### src/rtl/spi_pkg.sv
// Shared types and constants for the 16-bit SPI master: FSM state encoding,
// divider reference points and frame length.
package spi_pkg;

    typedef enum logic [1:0] {
        IDLE        = 2'd0,
        FRONT_PORCH = 2'd1,
        SHIFTING    = 2'd2,
        BACK_PORCH  = 2'd3
    } spi_state_t;

    // SCLK is divider bit 4, so the idle value parks SCLK high.
    localparam logic [4:0] DIV_IDLE    = 5'h1F;
    localparam logic [4:0] DIV_FP_LOAD = 5'h17;
    localparam logic [4:0] DIV_SAMPLE  = 5'h0F;
    localparam int         FRAME_LEN   = 16;

endpackage

### src/rtl/spi_mstr16.sv
// 16-bit SPI master, SCLK = clk/32, idle-high clock; MOSI changes on SCLK
// fall, MISO is captured on the clk edge that raises SCLK.
module spi_mstr16
    import spi_pkg::*;
(
    input  logic        clk,
    input  logic        rst_n,
    input  logic        wrt,
    input  logic [15:0] cmd,
    output logic        done,
    output logic [15:0] rd_data,
    output logic        SS_n,
    output logic        SCLK,
    output logic        MOSI,
    input  logic        MISO
);

    spi_state_t  state;
    spi_state_t  state_nxt;
    logic [4:0]  div;
    logic [3:0]  bit_cnt;
    logic [15:0] shft;
    logic        miso_smp;

    logic accept;
    logic div_end;
    logic do_shift;
    logic finish;

    assign accept   = (state == IDLE) && wrt;
    assign div_end  = (div == DIV_IDLE);
    assign do_shift = div_end && ((state == SHIFTING) || (state == BACK_PORCH));
    assign finish   = div_end && (state == BACK_PORCH);

    assign SCLK    = div[4];
    assign MOSI    = shft[15];
    assign rd_data = shft;

    // Leaving SHIFTING on the shift that brings the count to 15; the 16th
    // shift then happens in BACK_PORCH without another SCLK fall.
    always_comb begin
        state_nxt = state;
        case (state)
            IDLE:        if (wrt) state_nxt = FRONT_PORCH;
            FRONT_PORCH: if (div_end) state_nxt = SHIFTING;
            SHIFTING:    if (div_end && (bit_cnt == 4'(FRAME_LEN - 2))) state_nxt = BACK_PORCH;
            BACK_PORCH:  if (div_end) state_nxt = IDLE;
            default:     state_nxt = IDLE;
        endcase
    end

    always_ff @(posedge clk or negedge rst_n) begin
        if (!rst_n) state <= IDLE;
        else        state <= state_nxt;
    end

    always_ff @(posedge clk or negedge rst_n) begin
        if (!rst_n)                        div <= DIV_IDLE;
        else if (accept)                   div <= DIV_FP_LOAD;
        else if ((state == IDLE) || finish) div <= DIV_IDLE;
        else                               div <= div + 5'd1;
    end

    always_ff @(posedge clk or negedge rst_n) begin
        if (!rst_n)                           bit_cnt <= 4'd0;
        else if (accept)                      bit_cnt <= 4'd0;
        else if ((state == SHIFTING) && div_end) bit_cnt <= bit_cnt + 4'd1;
    end

    always_ff @(posedge clk or negedge rst_n) begin
        if (!rst_n)        shft <= 16'h0000;
        else if (accept)   shft <= cmd;
        else if (do_shift) shft <= {shft[14:0], miso_smp};
    end

    always_ff @(posedge clk or negedge rst_n) begin
        if (!rst_n)                  miso_smp <= 1'b0;
        else if (div == DIV_SAMPLE)  miso_smp <= MISO;
    end

    always_ff @(posedge clk or negedge rst_n) begin
        if (!rst_n)      SS_n <= 1'b1;
        else if (accept) SS_n <= 1'b0;
        else if (finish) SS_n <= 1'b1;
    end

    always_ff @(posedge clk or negedge rst_n) begin
        if (!rst_n)      done <= 1'b0;
        else if (accept) done <= 1'b0;
        else if (finish) done <= 1'b1;
    end

endmodule

### config.mk
export PLATFORM = sky130hd
export DESIGN_NAME = spi_mstr16
export DESIGN_NICKNAME = d
export VERILOG_FILES = /design/src/rtl/spi_pkg.sv /design/src/rtl/spi_mstr16.sv
export SDC_FILE = /design/constraint.sdc
export NUM_CORES = 1
export LEC_CHECK = 0
export BUFFER_PORTS_ARGS = -buffer_cell sky130_fd_sc_hd__buf_2
export CAP_MARGIN = 20
export CORE_MARGIN = 10
export CORE_UTILIZATION = 50
export CTS_BUF_LIST = sky130_fd_sc_hd__clkbuf_16
export CTS_CLUSTER_DIAMETER = 200
export CTS_CLUSTER_SIZE = 10
export DETAILED_ROUTE_END_ITERATION = 10
export PLACE_DENSITY_LB_ADDON = 0.3
export SYNTH_ARGS = -nofsm -noshare
export SYNTH_HDL_FRONTEND = slang
export SYNTH_SLANG_ARGS = --single-unit
### constraint.sdc
create_clock -name clk -period 2.65 [get_ports clk]
set_input_delay 0 -clock clk [delete_from_list [all_inputs] [get_ports clk]]
set_output_delay 0 -clock clk [all_outputs]
set_load 0.01 [all_outputs]
**Yosys cells after proc, flatten, opt, wreduce, memory -nomap -nowiden**

Index checks and enable logic that the tools add are counted.

- Register bits: 30
- Input bits: 20
- Output and inout bits: 20
- Word-level logic and storage cells: 44

- Eq/ne operators: 10
- Reduce and logical (&&, ||, !) cells: 12
- Add/subtract/negate cells: 2
- Muxes and demuxes: 13

Operators by type and width:

| cell | number |
|---|---|
| 2-to-1 mux 16 bit | 2 |
| 2-to-1 mux 5 bit | 2 |
| 2-to-1 mux 2 bit | 4 |
| 2-to-1 mux 4 bit | 2 |
| inequality test 2 bit, second input constant | 4 |
| case mux 2 bit (4 select lines) | 1 |
| nonzero test 2 bit | 3 |
| adder 5 x 1 -> 5 bit, second input constant | 1 |
| == test 5 x 4 -> 1 bit, second input constant | 1 |
| == test 5 bit, second input constant | 1 |
| logical AND 1 bit | 5 |
| adder 4 x 1 -> 4 bit, second input constant | 1 |
| == test 2 bit, second input constant | 2 |
| == test 4 bit, second input constant | 1 |
| AND reduction 4 bit | 1 |
| == test 2 x 1 -> 1 bit, second input constant | 1 |
| zero test 2 bit | 1 |
| logical OR 1 bit | 2 |
| 2-to-1 mux 1 bit | 2 |

**Logic depth before layout (Yosys ltp)**

Gate-level depths: netlist of the first run.

- Depth in word-level cells: 5
- Depth in mapped cells: 7
- Gate-level depth less buffers: 6

**Least setup slack after synthesis of the first run**

OpenSTA, ideal clock, no wires.

- Kind: register -> register
- Start: reg div[0]
- End: reg shft[15] (netlist: rd_data[15])
- Clock period less this slack: 2.076 ns
- Required time: 2.525 ns
- Buffers on the path: 1
- Library setup time: 0.125 ns
- Arrival time: 1.952 ns
- Cell stages (with the launch flop): 8
- Slack: 0.574 ns
- Cell sequence: dfstp_2 > ha_1 > and3_1 > ha_1 > o21ai_0 > nand2_1 > buf_6 > mux2_2

- Cells in the longest elaborated chain, start to end: 3

RTL lines:

| what | line | text |
|---|---|---|
| start: declaration | spi_mstr16.sv:20 | `logic [4:0] div;` |
| start signal: assignment | spi_mstr16.sv:61 | `else div <= div + 5'd1;` |
| == test 5 bit | spi_mstr16.sv:31 | `assign div_end = (div == DIV_IDLE);` |
| logical AND 1 bit | spi_mstr16.sv:32 | `assign do_shift = div_end && ((state == SHIFTING) \|\| (state == BACK_PORCH));` |
| nonzero test 2 bit (no source line) | n/a |  |
| end signal: assignment | spi_mstr16.sv:72 | `else if (accept) shft <= cmd;` |
| end signal: assignment | spi_mstr16.sv:73 | `else if (do_shift) shft <= {shft[14:0], miso_smp};` |
| end: declaration | spi_mstr16.sv:22 | `logic [15:0] shft;` |

Every way passes these cells.
A chain may end at the register's enable or synchronous reset.

**Worst setup path in the final report of the first run**

- Start: reg div[0]
- End: reg shft[5] (netlist: rd_data[5])

The elaborated chain is that of the path after synthesis.

==> flow_summary.json, run 1 <==
{
  "grt_usage": 0.114,
  "final_nets": 196,
  "synth_top_area_frac": 0.366,
  "grt_pass1_vias": 1209,
  "dieArea_um2": 5980,
  "setup_viol_count_final": 0,
  "wl_per_cell_um": 15.6,
  "synth-simple-area-share": 0.0671,
  "syn-num-nets": 152,
  "hpwl_um": 2450,
  "cpPeakStageDelay_ns": 0.54,
  "clock_sinks": 30,
  "worstSetupStartpointType": "flip-flop",
  "clock_power_share": 0.203,
  "clockBufferDepth": 2,
  "p_sw_frac": 0.327,
  "die_h_um": 77.3,
  "htree_levels": 2,
  "synth_cell_types": 26,
  "finalHoldViolations": 0,
  "slowest_stage": "dfstp_2",
  "fin_tns_setup_ns": 0,
  "clk_pin_slew_ns": 0.05,
  "diodes": 0,
  "cp.arrival_ns": 2.33,
  "cp_cell_sequence": "ha_1 > and3_1 > ha_1 > o21ai_0 > nand2_1 > buf_4 > mux2_2",
  "routed_wl_um": 3250,
  "grt_pass1_wl_um": 5540,
  "viasPerCell": 5.14,
  "yosysWarningCount": 0,
  "rsz0062_at_grt": "false",
  "postCtsSetupBuffers": 0,
  "drc": 0,
  "ios": 40,
  "overflow": 0,
  "fin_worst_skew_ns": 0.00514,
  "p_comb_frac": 0.461,
  "synth-edff-count": 0,
  "gp_routability_congestion": 0.759,
  "grt_max_degree": 31,
  "mostFrequentLayoutCells": "buf_2, dfrtp_1, mux2_4",
  "power.density_nw_per_um2": 1260,
  "port_buffers": 39,
  "outcome": "finished, final reports clean",
  "fin_crit_ns": 2.18,
  "final_layout_size_suffix_gt1_frac": 0.533,
  "cts-resized-gates": 0,
  "vias": 1075,
  "clk_latency_ns": 0.27,
  "cp_common_cell": "ha_1",
  "async_flop_share": 1.00,
  "peakVddDrop_mv": 0.558,
  "cts_tree": "built",
  "crit_buf_inv": 1,
  "cp_max_fo": 16,
  "antenna_found_initial": 0,
  "fin_crit_sh": 0.822,
  "crit_path_end_kind": "flip-flop",
  "tightest_slew_ns": 0.671,
  "holdBufCountCts": 2,
  "max_freq_mhz": 459,
  "yosysSeqAreaShare": 0.462,
  "synth_area_leaders": "dfrtp_1, mux2_4, dfstp_2",
  "drtIter0Drc": 78,
  "cts_root_buf": "clkbuf_16",
  "slew_viol_final": 0,
  "fp.dieW_um": 77.3,
  "final_common_cell": "buf_2",
  "ant_nets": 0,
  "path_delay_family": "flip-flops",
  "synth_xor_area_frac": 0.0213,
  "p_sw_mw": 0.820,
  "coreArea_um2": 3100,
  "synth_top_family_by_area": "multiplexers",
  "synth_fa_ha_area_frac": 0.0838,
  "critPathKind": "reg2reg",
  "cap_violations": 0,
  "synthMuxAreaShare": 0.279,
  "relSlewSlack": 0.553,
  "ys_seq_elements": 30,
  "hold_class": "in2reg",
  "rows": 20,
  "p_int_mw": 1.69,
  "synthToLayoutAreaGrowth_pct": 21.3,
  "fillers": 268,
  "first_pass_iters": 3,
  "start_util": 0.529,
  "synth_compound_area_frac": 0.0404,
  "cp.required_ns": 2.80,
  "dpl_cell_area_um2": 1840,
  "syn-cell-area_um2": 1640,
  "p_leak_nw": 1.01,
  "ys.flop_type": "dfrtp_1",
  "fin_area_um2": 1990,
  "syn_avg_cell_area_um2": 13.6,
  "synthCells": 121,
  "numCtsBuffers": 5,
  "seqPwrFrac": 0.335,
  "yosysTopAreaCell": "dfrtp_1"
}
per-stage QoR:
step	util	instances	power (mW)	hold slack, ns	setup slack, ns
floorplan	-	121	1.74	-0.296	0.574
global placement	0.592	200	1.96	0.0645	0.547
detailed placement	0.592	200	2.02	0.0702	0.473
CTS	0.642	209	2.55	0.0873	0.464
global route	0.642	209	2.69	0.0866	0.345
finish	0.642	209	2.51	0.0871	0.471
state kept, by name, indices dropped and copies added, names as in the netlist:
signal,cells
rd_data,16
div,5
bit_cnt,4
state,2
SS_n,1
done,1
miso_smp,1
synthesized netlist by cell type, types with 3 or more instances:
library cell	n
mux2_2	14
a21oi_1	6
dfrtp_1	24
inv_1	4
nand2_1	7
nor2_1	4
nand3_1	3
mux2_4	20
buf_6	3
dfstp_2	6
ha_1	11
layout make-up:
| class | instances | area, µm² | area share |
|---|---|---|---|
| Clock inverter | 2 | 7.51 | 0.00377 |
| Inverter | 4 | 15.0 | 0.00754 |
| Tap cell | 44 | 55.1 | 0.0277 |
| Timing Repair Buffer | 42 | 223 | 0.112 |
| Multi-Input combinational cell | 82 | 807 | 0.405 |
| Clock buffer | 5 | 125 | 0.0629 |
| Sequential cell | 30 | 758 | 0.381 |
per-layer routing:
metal,global-route usage,vias to the layer above,part of all wire,routed length [µm]
met3,0.0466,7,0.068,221
li1,-,511,-,-
met1,0.121,529,0.40,1300
met4,0.0529,0,0.015,50
met2,0.192,28,0.52,1680
met5,0,-,0,0
worst register-to-register path, stage by stage, from the launching register on:
cell and delay [ns]:
dfstp_2 0.54, ha_1 0.18, and3_1 0.22, ha_1 0.29, o21ai_0 0.12, nand2_1 0.08
buf_4 0.26, mux2_2 0.38
power groups by stage:
stage | Clock [mW] | Combinational (mW) | Sequential, mW
2_1_floorplan | 0 | 0.856 | 0.884
3_3_place_gp | 0 | 1.13 | 0.833
3_5_place_dp | 0 | 1.17 | 0.851
4_1_cts | 0.518 | 1.18 | 0.846
5_1_grt | 0.547 | 1.27 | 0.875
6_report | 0.511 | 1.16 | 0.841
worst paths after layout:
check	from	to	slack (ns)	depth (start not counted)
worst max-delay path	div[0]	rd_data[5]	0.47	7
worst min-delay path	cmd[12]	rd_data[12]	0.09	3
worst max register to register	div[0]	rd_data[5]	0.47	7
worst min register to register	div[0]	div[0]	0.46	1
max in group asynchronous	rst_n	rd_data[0]	1.91	2
min in group asynchronous	rst_n	state[0]	0.31	2
cell families (layout without fill, tap and decap cells):
logic type	Yosys count	in the layout
AO/OA/AOI/OAI	11	11
multiplexers	34	34
AND/OR/NAND/NOR	22	22
flip-flops	30	30
buffers and inverters	9	53
XOR/XNOR	4	4
adder cells (fa/ha/maj)	11	11
Power figures use the tool's default switching activity.
==> run 2: changes to the inputs <==
CORE_UTILIZATION = 47   (was 50)
clock period = 1.9 ns   (was 2.65 ns; I/O delays follow)
==> run 2 against run 1 <==
Effect of this change:
- cell area is 9.0% higher
- wire length is 10% higher
- worst setup slack worse by 0.45 ns
- critical path type unchanged
- critical endpoint is now rd_data[4]
==> flow_summary.json, run 2 (synthesized netlist as in run 1, its figures left out) <==
{
  "numCtsBuffers": 5,
  "gp_routability_congestion": 0.745,
  "grt_pass1_vias": 1211,
  "ios": 40,
  "worstSetupStartpointType": "flip-flop",
  "fp.dieW_um": 79.1,
  "port_buffers": 39,
  "die_h_um": 79.1,
  "p_comb_frac": 0.505,
  "crit_path_end_kind": "flip-flop",
  "seqPwrFrac": 0.308,
  "peakVddDrop_mv": 0.891,
  "viasPerCell": 5.13,
  "grt_usage": 0.116,
  "outcome": "finished, final reports clean",
  "clockBufferDepth": 2,
  "first_pass_iters": 4,
  "largest_register_ffs": 16,
  "critPathKind": "reg2reg",
  "dpl.cell_count": 207,
  "cp.arrival_ns": 2.04,
  "power.density_nw_per_um2": 1780,
  "fin_crit_ns": 1.88,
  "grt_pass1_wl_um": 5770,
  "drc": 0,
  "fin_worst_skew_ns": 0.00469,
  "pre_cts_slack_ns": -0.0396,
  "setup_viol_count_final": 0,
  "wl_per_cell_um": 16.2,
  "cp.required_ns": 2.06,
  "synthToLayoutAreaGrowth_pct": 32.2,
  "final_cells": 221,
  "hold_class": "in2reg",
  "htree_levels": 2,
  "relSlewSlack": 0.556,
  "final_common_cell": "buf_2",
  "final_layout_size_suffix_gt1_frac": 0.600,
  "tightest_slew_ns": 0.666,
  "dieArea_um2": 6260,
  "overflow": 0,
  "finalHoldViolations": 0,
  "cts_tree": "built",
  "clk_pin_slew_ns": 0.05,
  "rsz0062_at_grt": "true",
  "final_nets": 205,
  "ant_nets": 0,
  "antenna_found_initial": 0,
  "clock_power_share": 0.187,
  "mostFrequentLayoutCells": "buf_2, dfrtp_1, mux2_4",
  "cap_violations": 0,
  "clock_sinks": 30,
  "cts_root_buf": "clkbuf_16",
  "start_util": 0.488,
  "routed_wl_um": 3580,
  "p_leak_nw": 1.09,
  "rows": 21,
  "grt_max_degree": 31,
  "slew_viol_final": 0,
  "diodes": 0,
  "drtIter0Drc": 26,
  "hpwl_um": 2390,
  "p_sw_mw": 1.27,
  "p_sw_frac": 0.327,
  "clk_latency_ns": 0.27,
  "layout_setup_ws_ns": 0.0174,
  "coreArea_um2": 3360,
  "cp_max_fo": 8,
  "vias": 1134,
  "p_int_mw": 2.60,
  "max_freq_mhz": 531,
  "fin_crit_sh": 0.991,
  "fillers": 275
}
run 2: cell types whose count changed in the layout (fill, tap and decap cells not counted), sizes merged:
cell,change
inv,+1
buf,+8
clkbuf,+1
run 2: final timing paths:
kind | from | to | slack [ns] | cells after the start
max in group asynchronous | rst_n | done | 1.17 | 2
min in group asynchronous | rst_n | rd_data[9] | 0.30 | 2
hold reg to reg | div[0] | div[0] | 0.47 | 1
setup reg to reg | div[0] | rd_data[4] | 0.02 | 7
setup / recovery | div[0] | rd_data[4] | 0.02 | 7
hold / removal | cmd[13] | rd_data[13] | 0.08 | 3
run 2: worst max-delay path: stages, from the launching register on:
cell and delay (ns):
dfstp_2 0.56, ha_4 0.13, and3_4 0.20, ha_4 0.15
o21ai_1 0.08, nand2_2 0.14, clkbuf_16 0.18, mux2_2 0.32
run 2: timing repair:
action / in CTS / in global routing
hold buffers: 2 / 0
setup buffers: 0 / 3
cloned: 0 / 1
setup endpoints to repair: 1 / 18
hold endpoints to repair: 25 / 0
pin swaps: 0 / 5
resized for setup: 1 / 6
run 2: power by group through the flow:
stage          registers [mW]  logic [mW]  clock network (mW)
2_1_floorplan            1.25        1.23                   0
3_5_place_dp             1.19        1.76                   0
5_1_grt                  1.24        2.13               0.775
3_3_place_gp             1.17        1.71                   0
4_1_cts                  1.19        1.80               0.744
6_report                 1.19        1.95               0.726
run 2: per-stage QoR:
step	total power, mW	area (µm²)	TNS, ns	hold slack, ns	util
4_1_cts	3.74	2090	0	0.0747	0.623
6_report	3.87	2170	0	0.0778	0.645
3_3_place_gp	2.88	1930	0	0.0624	0.575
2_1_floorplan	2.48	1670	-0.0861	-0.296	-
3_5_place_dp	2.95	1930	-0.0396	0.0711	0.575
5_1_grt	4.14	2170	-0.0717	0.0741	0.645
run 2: routing by layer:
metal,global-route usage,share of wire,vias up
li1,-,-,528
met1,0.125,0.39,563
met2,0.191,0.52,34
met3,0.0541,0.070,9
met4,0.0538,0.024,0
met5,0,0,-
run 2: layout make-up:
| class | count | area, µm² | area share |
|---|---|---|---|
| clock buffers | 5 | 125 | 0.0577 |
| well taps | 46 | 57.6 | 0.0265 |
| repair buffers | 51 | 345 | 0.159 |
| inverters | 4 | 15.0 | 0.00692 |
| flip-flops and latches | 30 | 758 | 0.349 |
| multi-input cells | 82 | 857 | 0.395 |
| clock inverters | 3 | 11.3 | 0.00519 |
==> run 3: changes to the inputs <==
REMOVE_ABC_BUFFERS = 1   (was unset)
==> run 3 against run 2 <==
Effect of this change:
- power is 3.5% higher
- wire length is 2.2% higher
- cell count is 0.90% higher
- clock power is 0.7% higher
- first-iteration DRC count grew to 2.8 times the previous value
- sequential share of layout area is 0.38 points lower
- the flow now finishes with violations (negative setup slack)
- combinational power is 6% higher
- count of clock-buffer cells in the layout stayed put
- critical path type unchanged
- fmax is 1.5% lower
- register-to-register slack worse by 0.03 ns
==> flow_summary.json, run 3 (synthesized netlist as in run 1, its figures left out) <==
{
  "setup_viol_count_final": 1,
  "clk_latency_ns": 0.27,
  "slew_viol_final": 0,
  "tightest_slew_ns": 0.649,
  "cp_max_fo": 3,
  "worstSetupStartpointType": "flip-flop",
  "relSlewSlack": 0.568,
  "max_freq_mhz": 523,
  "cp.required_ns": 2.05,
  "synthToLayoutAreaGrowth_pct": 33.6,
  "power.density_nw_per_um2": 1830,
  "hold_class": "in2reg",
  "whs_ns": 0.0803,
  "fillers": 278,
  "largest_register_ffs": 16,
  "first_pass_iters": 4,
  "coreArea_um2": 3360,
  "violations": "negative setup slack",
  "p_leak_nw": 1.10,
  "vias": 1102,
  "final_common_cell": "buf_2",
  "outcome": "finished with violations",
  "rows": 21,
  "cp.arrival_ns": 2.06,
  "grt_pass1_vias": 1254,
  "grt_max_degree": 31,
  "drtIter0Drc": 74,
  "start_util": 0.488,
  "routed_wl_um": 3660,
  "cts_root_buf": "clkbuf_16",
  "fin_worst_skew_ns": 0.00220,
  "final_nets": 207,
  "fin_crit_sh": 1.01,
  "clock_sinks": 30,
  "mostFrequentLayoutCells": "buf_2, mux2_4, dfrtp_1",
  "overflow": 0,
  "cts_tree": "built",
  "critPathKind": "reg2reg",
  "ios": 40,
  "finalHoldViolations": 0,
  "diodes": 0,
  "drc": 0,
  "ant_nets": 0,
  "gp_routability_congestion": 0.742,
  "viasPerCell": 4.94,
  "grt_pass1_wl_um": 5760,
  "numCtsBuffers": 5,
  "fp.dieW_um": 79.1,
  "rsz0062_at_grt": "true",
  "peakVddDrop_mv": 1.13,
  "grt_usage": 0.117,
  "crit_path_end_kind": "flip-flop",
  "dieArea_um2": 6260,
  "clockBufferDepth": 2,
  "fin_tns_setup_ns": -0.0115,
  "hpwl_um": 2530,
  "final_layout_size_suffix_gt1_frac": 0.610,
  "layout_setup_ws_ns": -0.0115,
  "die_h_um": 79.1,
  "fin_crit_ns": 1.91,
  "clk_pin_slew_ns": 0.05,
  "cap_violations": 0,
  "wl_per_cell_um": 16.4,
  "htree_levels": 2,
  "port_buffers": 39,
  "antenna_found_initial": 0,
  "fin_util": 0.652,
  "pre_cts_slack_ns": -0.123
}
==> run 3: cell types whose count changed in the layout (fill, tap and decap cells not counted), sizes merged <==
cell / change
clkinv: +2
inv: -2
clkbuf: -1
buf: +3
==> run 3: power breakdown <==
group / switching, mW / internal (mW) / total, mW
combinational: 0.830 / 1.25 / 2.07
clock: 0.260 / 0.471 / 0.731
sequential: 0.231 / 0.970 / 1.20
==> run 3: worst max-delay path: stages, from the launching register on <==
cell and delay, ns:
dfstp_2 0.55, ha_4 0.14, and3_4 0.20, ha_1 0.15, o21ba_2 0.17, a211oi_2 0.24
mux2_4 0.34
==> run 3: worst paths after layout <==
check	start	endpoint	slack, ns	depth (start not counted)
setup / recovery	div[1]	state[1]	-0.01	6
max in group asynchronous	rst_n	state[0]	1.19	2
min in group asynchronous	rst_n	rd_data[9]	0.29	2
hold / removal	cmd[5]	rd_data[5]	0.08	3
setup reg to reg	div[1]	state[1]	-0.01	6
hold reg to reg	done	done	0.48	2
==> run 3: area by class of cell <==
class / count / area, µm² / share of cell area
sequential: 30 / 758 / 0.346
clock inverter: 3 / 12.5 / 0.00570
clock buffer: 5 / 125 / 0.0570
inverter: 4 / 15.0 / 0.00685
tap: 46 / 57.6 / 0.0262
timing repair buffer: 53 / 342 / 0.156
multi-input combinational: 82 / 883 / 0.403
==> run 3: per-stage QoR <==
| stage | instance area [µm²] | cells | power, mW |
|---|---|---|---|
| finish | 2190 | 223 | 4.01 |
| global route | 2190 | 223 | 4.26 |
| CTS | 2160 | 222 | 3.90 |
| detailed placement | 1910 | 208 | 2.94 |
| global placement | 1910 | 208 | 2.85 |
| floorplan | 1580 | 116 | 2.34 |
==> run 3: repair_timing <==
action / in CTS / in global routing
cloned: 1 / 0
hold buffers: 2 / 0
setup endpoints to repair: 19 / 18
hold endpoints to repair: 25 / 0
pin swaps: 2 / 4
buffers inserted: 3 / 2
resized for setup: 9 / 14
==> run 3: metal layers <==
| metal | part of all wire | GRT usage | routed length [µm] |
|---|---|---|---|
| met1 | 0.40 | 0.120 | 1460 |
| met2 | 0.52 | 0.193 | 1890 |
| met3 | 0.056 | 0.0586 | 204 |
| met4 | 0.027 | 0.0573 | 97 |
| met5 | 0 | 0 | 0 |
